## src/rtl/muldiv_unit.sv

```systemverilog
// Iterative RV32M multiply/divide unit: radix-2 shift-add multiplier and
// restoring divider sharing one {hi, lo} accumulator pair.
module muldiv_unit #(
    parameter int unsigned WIDTH = 32
) (
    input  logic             clk,
    input  logic             rst_n,
    input  logic             start,
    input  logic [2:0]       op,
    input  logic [WIDTH-1:0] operand_a,
    input  logic [WIDTH-1:0] operand_b,
    input  logic             flush,
    output logic             busy,
    output logic             done,
    output logic [WIDTH-1:0] result,
    output logic             zero_flag
);
    localparam int unsigned PW = 2 * WIDTH;
    localparam int unsigned CW = $clog2(WIDTH + 1);

    localparam logic [1:0] S_IDLE   = 2'd0;
    localparam logic [1:0] S_CALC   = 2'd1;
    localparam logic [1:0] S_FINISH = 2'd2;

    localparam logic [2:0] OP_MUL    = 3'b000;
    localparam logic [2:0] OP_MULH   = 3'b001;
    localparam logic [2:0] OP_MULHSU = 3'b010;
    localparam logic [2:0] OP_MULHU  = 3'b011;
    localparam logic [2:0] OP_DIV    = 3'b100;
    localparam logic [2:0] OP_DIVU   = 3'b101;
    localparam logic [2:0] OP_REM    = 3'b110;

    logic [1:0]       r_state, w_state_nxt;
    logic [2:0]       r_op, w_op_nxt;
    logic             r_neg, w_neg_nxt;
    logic [CW-1:0]    r_cnt, w_cnt_nxt;
    logic [WIDTH-1:0] r_hi, w_hi_nxt;
    logic [WIDTH-1:0] r_lo, w_lo_nxt;
    logic [WIDTH-1:0] r_b, w_b_nxt;
    logic             r_busy, w_busy_nxt;
    logic             r_done, w_done_nxt;
    logic [WIDTH-1:0] r_result, w_result_nxt;

    logic             w_signed_a, w_signed_b, w_sa, w_sb;
    logic [WIDTH-1:0] w_mag_a, w_mag_b;
    logic             w_b_zero, w_ovf, w_entry_neg;
    logic [WIDTH-1:0] w_special;
    logic [WIDTH:0]   w_sum, w_rem_sh;
    logic             w_ge;
    logic [WIDTH-1:0] w_diff, w_hi_step, w_lo_step;
    logic [PW-1:0]    w_prod, w_prod_s;
    logic [WIDTH-1:0] w_quo_s, w_rem_s, w_final;

    // Operand decode, magnitudes and early-out detection on entry
    always_comb begin
        w_signed_a  = (op == OP_MULH) | (op == OP_MULHSU) | (op == OP_DIV) | (op == OP_REM);
        w_signed_b  = (op == OP_MULH) | (op == OP_DIV) | (op == OP_REM);
        w_sa        = w_signed_a & operand_a[WIDTH-1];
        w_sb        = w_signed_b & operand_b[WIDTH-1];
        w_mag_a     = w_sa ? (~operand_a + WIDTH'(1)) : operand_a;
        w_mag_b     = w_sb ? (~operand_b + WIDTH'(1)) : operand_b;
        w_b_zero    = (operand_b == '0);
        w_ovf       = op[2] & ~op[0] & (operand_a == {1'b1, {(WIDTH-1){1'b0}}})
                      & (operand_b == '1);
        w_special   = w_b_zero ? (op[1] ? operand_a : '1)
                                : (op[1] ? '0 : operand_a);
        // Remainder follows the dividend; MUL low half needs no correction
        if (op[2] & op[1])
            w_entry_neg = w_sa;
        else if (op == OP_MUL)
            w_entry_neg = 1'b0;
        else
            w_entry_neg = w_sa ^ w_sb;
    end

    // One iteration of the shared datapath plus final sign correction
    always_comb begin
        w_sum     = {1'b0, r_hi} + (r_lo[0] ? {1'b0, r_b} : '0);
        w_rem_sh  = {r_hi, r_lo[WIDTH-1]};
        w_ge      = (w_rem_sh >= {1'b0, r_b});
        w_diff    = w_rem_sh[WIDTH-1:0] - r_b;
        w_hi_step = r_op[2] ? (w_ge ? w_diff : w_rem_sh[WIDTH-1:0]) : w_sum[WIDTH:1];
        w_lo_step = r_op[2] ? {r_lo[WIDTH-2:0], w_ge} : {w_sum[0], r_lo[WIDTH-1:1]};
        w_prod    = {w_hi_step, w_lo_step};
        w_prod_s  = r_neg ? (~w_prod + PW'(1)) : w_prod;
        w_quo_s   = r_neg ? (~w_lo_step + WIDTH'(1)) : w_lo_step;
        w_rem_s   = r_neg ? (~w_hi_step + WIDTH'(1)) : w_hi_step;
        case (r_op)
            OP_MUL:                      w_final = w_prod_s[WIDTH-1:0];
            OP_MULH, OP_MULHSU, OP_MULHU: w_final = w_prod_s[PW-1:WIDTH];
            OP_DIV, OP_DIVU:             w_final = w_quo_s;
            default:                     w_final = w_rem_s;
        endcase
    end

    // Next-state and registered-output logic
    always_comb begin
        w_state_nxt  = r_state;
        w_op_nxt     = r_op;
        w_neg_nxt    = r_neg;
        w_cnt_nxt    = r_cnt;
        w_hi_nxt     = r_hi;
        w_lo_nxt     = r_lo;
        w_b_nxt      = r_b;
        w_busy_nxt   = r_busy;
        w_done_nxt   = 1'b0;
        w_result_nxt = r_result;
        if (flush) begin
            w_state_nxt = S_IDLE;
            w_busy_nxt  = 1'b0;
        end else begin
            case (r_state)
                S_IDLE: begin
                    if (start) begin
                        w_op_nxt  = op;
                        w_neg_nxt = w_entry_neg;
                        if (op[2] & (w_b_zero | w_ovf)) begin
                            w_result_nxt = w_special;
                            w_done_nxt   = 1'b1;
                            w_state_nxt  = S_FINISH;
                        end else begin
                            w_hi_nxt    = '0;
                            w_lo_nxt    = w_mag_a;
                            w_b_nxt     = w_mag_b;
                            w_cnt_nxt   = CW'(WIDTH);
                            w_busy_nxt  = 1'b1;
                            w_state_nxt = S_CALC;
                        end
                    end
                end
                S_CALC: begin
                    w_hi_nxt  = w_hi_step;
                    w_lo_nxt  = w_lo_step;
                    w_cnt_nxt = r_cnt - CW'(1);
                    if (r_cnt == CW'(1)) begin
                        w_result_nxt = w_final;
                        w_done_nxt   = 1'b1;
                        w_busy_nxt   = 1'b0;
                        w_state_nxt  = S_FINISH;
                    end
                end
                default: begin
                    w_state_nxt = S_IDLE;
                end
            endcase
        end
    end

    always_ff @(posedge clk or negedge rst_n) begin
        if (!rst_n) begin
            r_state  <= S_IDLE;
            r_op     <= '0;
            r_neg    <= 1'b0;
            r_cnt    <= '0;
            r_hi     <= '0;
            r_lo     <= '0;
            r_b      <= '0;
            r_busy   <= 1'b0;
            r_done   <= 1'b0;
            r_result <= '0;
        end else begin
            r_state  <= w_state_nxt;
            r_op     <= w_op_nxt;
            r_neg    <= w_neg_nxt;
            r_cnt    <= w_cnt_nxt;
            r_hi     <= w_hi_nxt;
            r_lo     <= w_lo_nxt;
            r_b      <= w_b_nxt;
            r_busy   <= w_busy_nxt;
            r_done   <= w_done_nxt;
            r_result <= w_result_nxt;
        end
    end

    assign busy      = r_busy;
    assign done      = r_done;
    assign result    = r_result;
    assign zero_flag = (r_result == '0);

endmodule
```

## config.mk

```make
export PLATFORM = sky130hd
export DESIGN_NAME = muldiv_unit
export DESIGN_NICKNAME = d
export VERILOG_FILES = /design/src/rtl/muldiv_unit.sv
export SDC_FILE = /design/constraint.sdc
export NUM_CORES = 1
export LEC_CHECK = 0
export ABC_AREA = 1
export CAP_MARGIN = 10
export CORE_ASPECT_RATIO = 2
export CORE_MARGIN = 10
export CORE_UTILIZATION = 40
export CTS_BUF_LIST = sky130_fd_sc_hd__clkbuf_8
export DETAILED_ROUTE_END_ITERATION = 8
export PLACE_DENSITY = 0.61
export SYNTH_ARGS = -nofsm -noshare
export SYNTH_HDL_FRONTEND = slang
export SYNTH_SLANG_ARGS = --single-unit
```

## constraint.sdc

```tcl
create_clock -name clk -period 3.6 [get_ports clk]
set_input_delay 0.54 -clock clk [delete_from_list [all_inputs] [get_ports clk]]
set_output_delay 0.54 -clock clk [all_outputs]
set_load 0.02 [all_outputs]
```

==> results.md, run 1 <==
- Num ports: between 100 and 150
- Row cnt: 108
- DRC: 0
- Peak Freq: 238 MHz
- RSZ-0062 raised after global routing: true
- Switching Fraction: 55.7%
- Synth async-reset ratio: 100%
- Sequential share of power: 8.9%
- Vias in the first global route: 25,000
- Most Crowded Layer GR: met2
- Worst slew margin: approximately a third
- WL per Instance: between 20 and 25 um
- Hold WC Path Type: primary input to asynchronous set/reset pin
- Slew Viols, Final: 0
- Clk_lat worst skew: 0.54 ns
- H-tree lvl count: 4
- Critical Path RT: 4.03 ns
- Sw Pwr: 18.9 mW
- Failing checks: setup timing
- Area contributors post-synth: dfrtp_1 20%, nand2_1 19%, inv_1 9.1%
- Final Util: 60.4%
- Crit path DAT: between 4 and 5 ns
- First-pass GRT wire length: between 150,000 and 200,000 um
- Critical path endpoint category: register
- VDD IR max: 570 uV
- Clk buf depth: 2
- Die W: 168 um
- Fin nets: 3,938
- Worst slack at placement: -0.858 ns
- Most numerous cell in the Yosys netlist: nand2_1
- 1st-pass router iterations: 6
- FF-to-FF setup slack: -0.61 ns
- Initial antenna violation count: 6
- DIE AREA: about 0.053 mm2
- Status: complete, but fails checks
- CTS Sinks: 142
- Met3 usage: between 7 and 8%
- EDFF count, synth: 0
- CTS Buf Count: 17
- Core box area: 0.0435 mm2
- Setup Skew: 0.0256 ns
- Initial drt markers: about 2,000
- Final Hold Viols: 0
- Syn_nets: 3,196
- Post-DP Area: 0.0247 mm2
- Crit-path max FO: 6
- Synth unique cells: 54
- Most common cell on crit path: nand2_1
- Internal power: 15.0 mW
- Pin count of the biggest net entering global routing: approximately 80
- Detail Route Antenna Nets: 0
- Most common library cells after synthesis: 896 x nand2_1, 426 x inv_1, 305 x nor2_1
- Sequential share of the synthesized area: about a fifth
- Worst slew pin tran: 1.01 ns
- Hold-fix buffers at CTS: 0
- Slowest Stage Delay on Critical Path: 0.39 ns
- Final WL: 106,000 um
- Yosys reg bits: 142
- Syn Inst Count: slightly above 3,000
- CP Launch Type: register
- Yosys top cell area share: 20.2%
- Yosys warns: 0
- GRT Total Usage: slightly below 40%
- Clock slew at reported path FFs: 0.10 ns
- Via count: 24,400
- Post-DP HPWL: 85,500 um
- Crit path time final: 4.21 ns
- Critical path class: register to register
- Final instance area: 0.0263 mm2
- Syn avg cell area: 5.77 um2
- Cell area after synthesis: roughly 0.018 mm2
- GPL Wtd Cong: 1.10
- Setup WS post-layout: -0.609 ns
- Leading area contributor after synthesis: dfrtp_1
- Syn-to-layout area delta: 49.0%
- Clk pwr share: 4.0%
- Leakage: around 14 nW
- Critical-path top delay cell: dfrtp_1
- Starting Density: between 40 and 50%
- Buffers added on ports: 105
- Final setup fails: 31
- PD cells: about 1300 mW/mm2
- Period Utilization, post-route: 117%
- Die Span Y: 317 um
- Congestion Overflow GR: 0
- Combinational Power Share: 87.1%
- Layout cells sized above 1: 29.2%
- Primary FF master, synth: dfrtp_1
- Clock tree root driver cell: clkbuf_8
- CTS tree: done
- Met1 usage: 32.4%
- GRT met2 Usage: between 70% and 80%
- Via/cell ratio: 5.59
- MaxCap Viol Count: 0
-- sequential cells by signal (all words and copies together) (netlist names) --
signal,flops
busy,1
done,1
r_b,32
r_cnt,6
r_hi,32
r_lo,32
r_neg,1
r_op,3
r_state,2
result,32
-- kinds of logic after synthesis --
logic type | count (synthesis) | synth area share, %
AND/OR/NAND/NOR | 1681 | 41.6
adder cells (fa/ha/maj) | 73 | 5.27
AO/OA/AOI/OAI | 523 | 16.4
flip-flops | 142 | 20.2
buffers and inverters | 550 | 12.4
XOR/XNOR | 83 | 4.13
-- routing by layer --
layer	part of all wire [%]	wire, um	vias to the layer above
li1	-	-	11400
met4	14	14600	2
met5	0.010	11	-
met3	5.6	5880	531
met1	29	31000	11300
met2	51	54000	1171
-- worst max-delay path, delay by kind of cell (launching register included) --
kind | cells | cell delay [ns]
DFF | 1 | 0.39
and+or+nand+nor | 20 | 2.20
adders and majority gates | 2 | 0.50
AOI/OAI and AO/OA | 3 | 0.54
buffers and inverters | 3 | 0.49
-- power groups by stage --
stage,logic (mW),registers [mW],clock network (mW)
2_1_floorplan,12.9,3.04,0
3_3_place_gp,26.6,2.97,0
3_5_place_dp,26.7,2.98,0
4_1_cts,27.7,2.99,1.36
5_1_grt,31.3,3.08,1.41
6_report,29.5,3.02,1.35
-- cell usage in the layout, fill, tap and decap left out, types with 47 or more instances in the layout --
master	count
o21ai_0	189
inv_2	47
nand2_1	841
clkdlybuf4s50_1	104
buf_4	680
xor2_1	55
nor2_1	270
nand3_1	245
a21oi_1	133
inv_1	393
dfrtp_1	135
nand4_1	63
nand2_2	79
-- through the flow --
stage | cells | setup TNS [ns] | power [mW] | hold slack [ns]
floorplan | 3052 | -1.20 | 15.9 | 0.244
global placement | 4277 | -47.96 | 29.5 | 0.496
detailed placement | 4277 | -71.61 | 29.7 | 0.498
CTS | 4339 | -9.13 | 32.1 | 0.0527
global route | 4358 | -20.95 | 35.8 | 0.0645
finish | 4359 | -12.94 | 33.8 | 0.0303
-- final timing paths --
| kind | from | endpoint | cells after the start |
|---|---|---|---|
| setup / recovery | r_b[31] | result[18] | 28 |
| hold / removal | rst_n | r_lo[8] | 1 |
| setup reg to reg | r_b[31] | result[18] | 28 |
| hold reg to reg | result[17] | result[17] | 2 |
| max in group asynchronous | rst_n | r_b[21] | 2 |
| min in group clk | result[17] | result[17] | 2 |
-- cell type report --
class	instances	area (um2)
Clock inverter	13	118
Antenna cell	4	10.0
Inverter	446	1680
Fill cell	4403	17200
Timing Repair Buffer	827	6900
Clock buffer	17	234
Multi-Input combinational cell	2360	13100
Tap cell	550	688
Sequential cell	142	3560
-- repair_timing --
action | CTS | global route
buffers inserted | 32 | 17
resized for setup | 127 | 133
pin swaps | 45 | 28
endpoints found under the setup margin | 43 | 123
Note: power is estimated with default switching activity, not from simulation.
==> inputs of run 2 (changes only) <==
--- a/config.mk
+++ b/config.mk
@@ -12,7 +12,8 @@
 export CORE_UTILIZATION = 40
 export CTS_BUF_LIST = sky130_fd_sc_hd__clkbuf_8
 export DETAILED_ROUTE_END_ITERATION = 8
-export PLACE_DENSITY = 0.61
+export DONT_BUFFER_PORTS = 1
+export PLACE_DENSITY = 0.57
 export SYNTH_ARGS = -nofsm -noshare
 export SYNTH_HDL_FRONTEND = slang
 export SYNTH_SLANG_ARGS = --single-unit
==> constraint.sdc (replaced) <==
create_clock -name clk -period 3.6 [get_ports clk]
set_input_delay 0.54 -clock clk [delete_from_list [all_inputs] [get_ports clk]]
set_output_delay 0.54 -clock clk [all_outputs]
set_load 0.01 [all_outputs]
==> results.md, run 2 (synthesis results as in run 1) <==
- Status: complete, but fails checks
- Commonest non-fill, non-tap cell in the layout: nand2_1
- 1st-pass router iterations: 9 (+3)
- CP Launch Type: register
- Worst r2r src: r_hi[29]
- Initial drt markers: 1,881 (-8.6%)
- Clk_lat worst skew: 0.55 ns (about the same)
- Most frequent cells in the layout: 835 x nand2_1, 620 x buf_4, 396 x inv_1
- MaxCap Viol Count: 0 (unchanged)
- Clock slew at reported path FFs: 0.12 ns (+0.02 ns)
- Congestion Overflow GR: 0 (unchanged)
- CP bufs+invs: 2 (-1)
- Peak Freq: 255 MHz (+7.5%)
- Post-DP HPWL: 83,800 um (-2.0%)
- Die Span Y: 317 um (unchanged)
- Slowest Stage Delay on Critical Path: 0.45 ns (+0.06 ns)
- Hold WC Path Type: primary input to asynchronous set/reset pin
- Cell family with most CP delay: simple AND/OR/NAND/NOR gates
- Via count: 23,300 (-4.4%)
- Crit path DAT: 4.37 ns (-0.27 ns)
- Period Utilization, post-route: 109% (-8.2 points)
- Buffers added on ports: 0 (-100%)
- CTS tree: done
- Layout cells sized above 1: 28.9% (-0.28 points)
- Most common cell on crit path: nand2_2
- Core box area: 0.0435 mm2 (unchanged)
- DRC: 0 (unchanged)
- H-tree lvl count: 4 (unchanged)
- Worst reg-to-reg path cell count: 25 (-11%)
- Starting Density: 40.5% (unchanged)
- Hold_ws: -0.312 ns (-0.342 ns)
- Final WL: 102,000 um (-3.1%)
- Critical-path top delay cell: dfrtp_1
- RSZ-0062 raised after global routing: true
- Worst slack at placement: -0.630 ns (+0.227 ns)
- GRT Total Usage: 37.5% (-1.3 points)
- First-pass GRT wire length: 148,000 um (-3.7%)
- Num ports: 106 (unchanged)
- CTS Buf Count: 17 (unchanged)
- Via/cell ratio: 5.58 (-0.20%)
- Row cnt: 108 (unchanged)
- Slew Viols, Final: 0 (unchanged)
- Detail Route Antenna Nets: 0 (unchanged)
- Vias in the first global route: 23,900 (-4.4%)
- Die W: 168 um (unchanged)
- Crit-path max FO: 5 (-1)
- Final setup fails: 28 (-9.7%)
- Reg2reg end: result[4]
- Critical Path RT: 4.06 ns (+0.03 ns)
- Syn-to-layout area delta: 39.7%
- WL per Instance: 24.5 um (+1.1%)
- Clock tree root driver cell: clkbuf_8
- Layout fillers: 4,482 (+1.8%)
- CTS Sinks: 142 (unchanged)
- FF-to-FF setup slack: -0.31 ns (+0.30 ns)
- Pin count of the biggest net entering global routing: 143 (+81%)
- GPL Wtd Cong: 1.09 (-0.70%)
- Clk buf depth: 2 (unchanged)
- Critical path endpoint category: register
- Critical path class: register to register
- Worst slew margin: 44.1% (+11 points)
- Worst slew pin tran: 0.836 ns (-0.174 ns)
- DIE AREA: 0.0534 mm2 (unchanged)
- Setup Skew: 0.0342 ns (+0.00864 ns)
- Failing checks: hold timing, setup timing
- Setup WS post-layout: -0.314 ns (+0.295 ns)
- Initial antenna violation count: 2 (-4)
- Crit path time final: 3.91 ns (-0.295 ns)
- Final Hold Viols: 142 (+142)
- Fin nets: 3,755 (-4.6%)
==> run 2: cell count changes in the layout (fill, tap and decap cells not counted), moves of 7 or more <==
cell / change
clkdlybuf4s50_1: -104
buf_4: -60
buf_12: -15
nand3_1: -7
==> run 2: cell type report <==
type                    instances  area (um2)  share of cell area, %
diodes                          2        5.00                 0.0203
clock buffers                  17         234                  0.950
clock inverters                15         173                  0.701
inverters                     446        1680                   6.82
multi-input cells            2360       13200                   53.7
flip-flops and latches        142        3560                   14.5
well taps                     550         688                   2.79
repair buffers                644        5060                   20.6
==> run 2: metal layers <==
| metal | share of wire [%] | wire length (um) | vias up | GRT usage [%] |
|---|---|---|---|---|
| li1 | - | - | 11000 | - |
| met1 | 30 | 30500 | 10800 | 31.6 |
| met2 | 50 | 51500 | 1036 | 67.8 |
| met3 | 5.1 | 5180 | 473 | 5.91 |
| met4 | 15 | 15000 | 2 | 45.2 |
| met5 | 0.013 | 13 | - | 0 |
==> run 2: how the worst max path moves through the flow <==
stage                   from    endpoint  slack, ns  cells past startpoint
finish              r_hi[29]   result[4]      -0.31                     25
global route          r_b[8]  result[20]      -0.54                     28
CTS                 r_hi[29]  result[20]      -0.20                     26
detailed placement   r_lo[0]  result[19]      -0.63                     27
global placement     r_lo[0]  result[19]      -0.61                     27
floorplan            r_b[30]  result[28]      -0.15                     29
==> run 2: per-stage QoR <==
step | hold WS, ns | TNS, ns | cell area [um2] | utilization (%) | instances
after floorplan | 0.244 | -1.20 | 18000 | - | 3052
after global placement | 0.251 | -11.91 | 22800 | 52.5 | 4083
after detailed placement | 0.252 | -13.38 | 22800 | 52.5 | 4083
after CTS | -0.347 | -3.06 | 24000 | 55.2 | 4156
after global routing | -0.328 | -12.12 | 24600 | 56.6 | 4175
final | -0.312 | -5.20 | 24600 | 56.6 | 4176
==> run 2: worst reg2reg max path, cell delays in order (launching register included) <==
cell and delay (ns):
dfrtp_1 0.45, ha_4 0.25, a21o_1 0.19, nand2_2 0.07
nand2_2 0.07, a21oi_2 0.14, nand2_2 0.08, nor2_4 0.14
nand3_4 0.10, o21ai_4 0.10, ha_4 0.16, inv_2 0.04
nor3_4 0.17, nand3_2 0.14, nor3_4 0.21, nand3_2 0.14
nor3_4 0.22, nand2_2 0.10, o21ai_4 0.23, nand2_4 0.11
buf_4 0.16, a21oi_2 0.12, o21ai_1 0.08, o21ai_1 0.07
o21ai_1 0.08, a21oi_1 0.19
==> run 2: what timing repair did <==
item	CTS	global route
gates resized for setup	153	114
pin swaps	51	48
cloned	0	0
endpoints found under the hold margin	142	142
endpoints found under the setup margin	32	32
setup buffers	41	19
Power of run 2 is left out: the tool's default activity adds up to more than one toggle a clock period on the data nets, which glitch-free logic cannot reach.
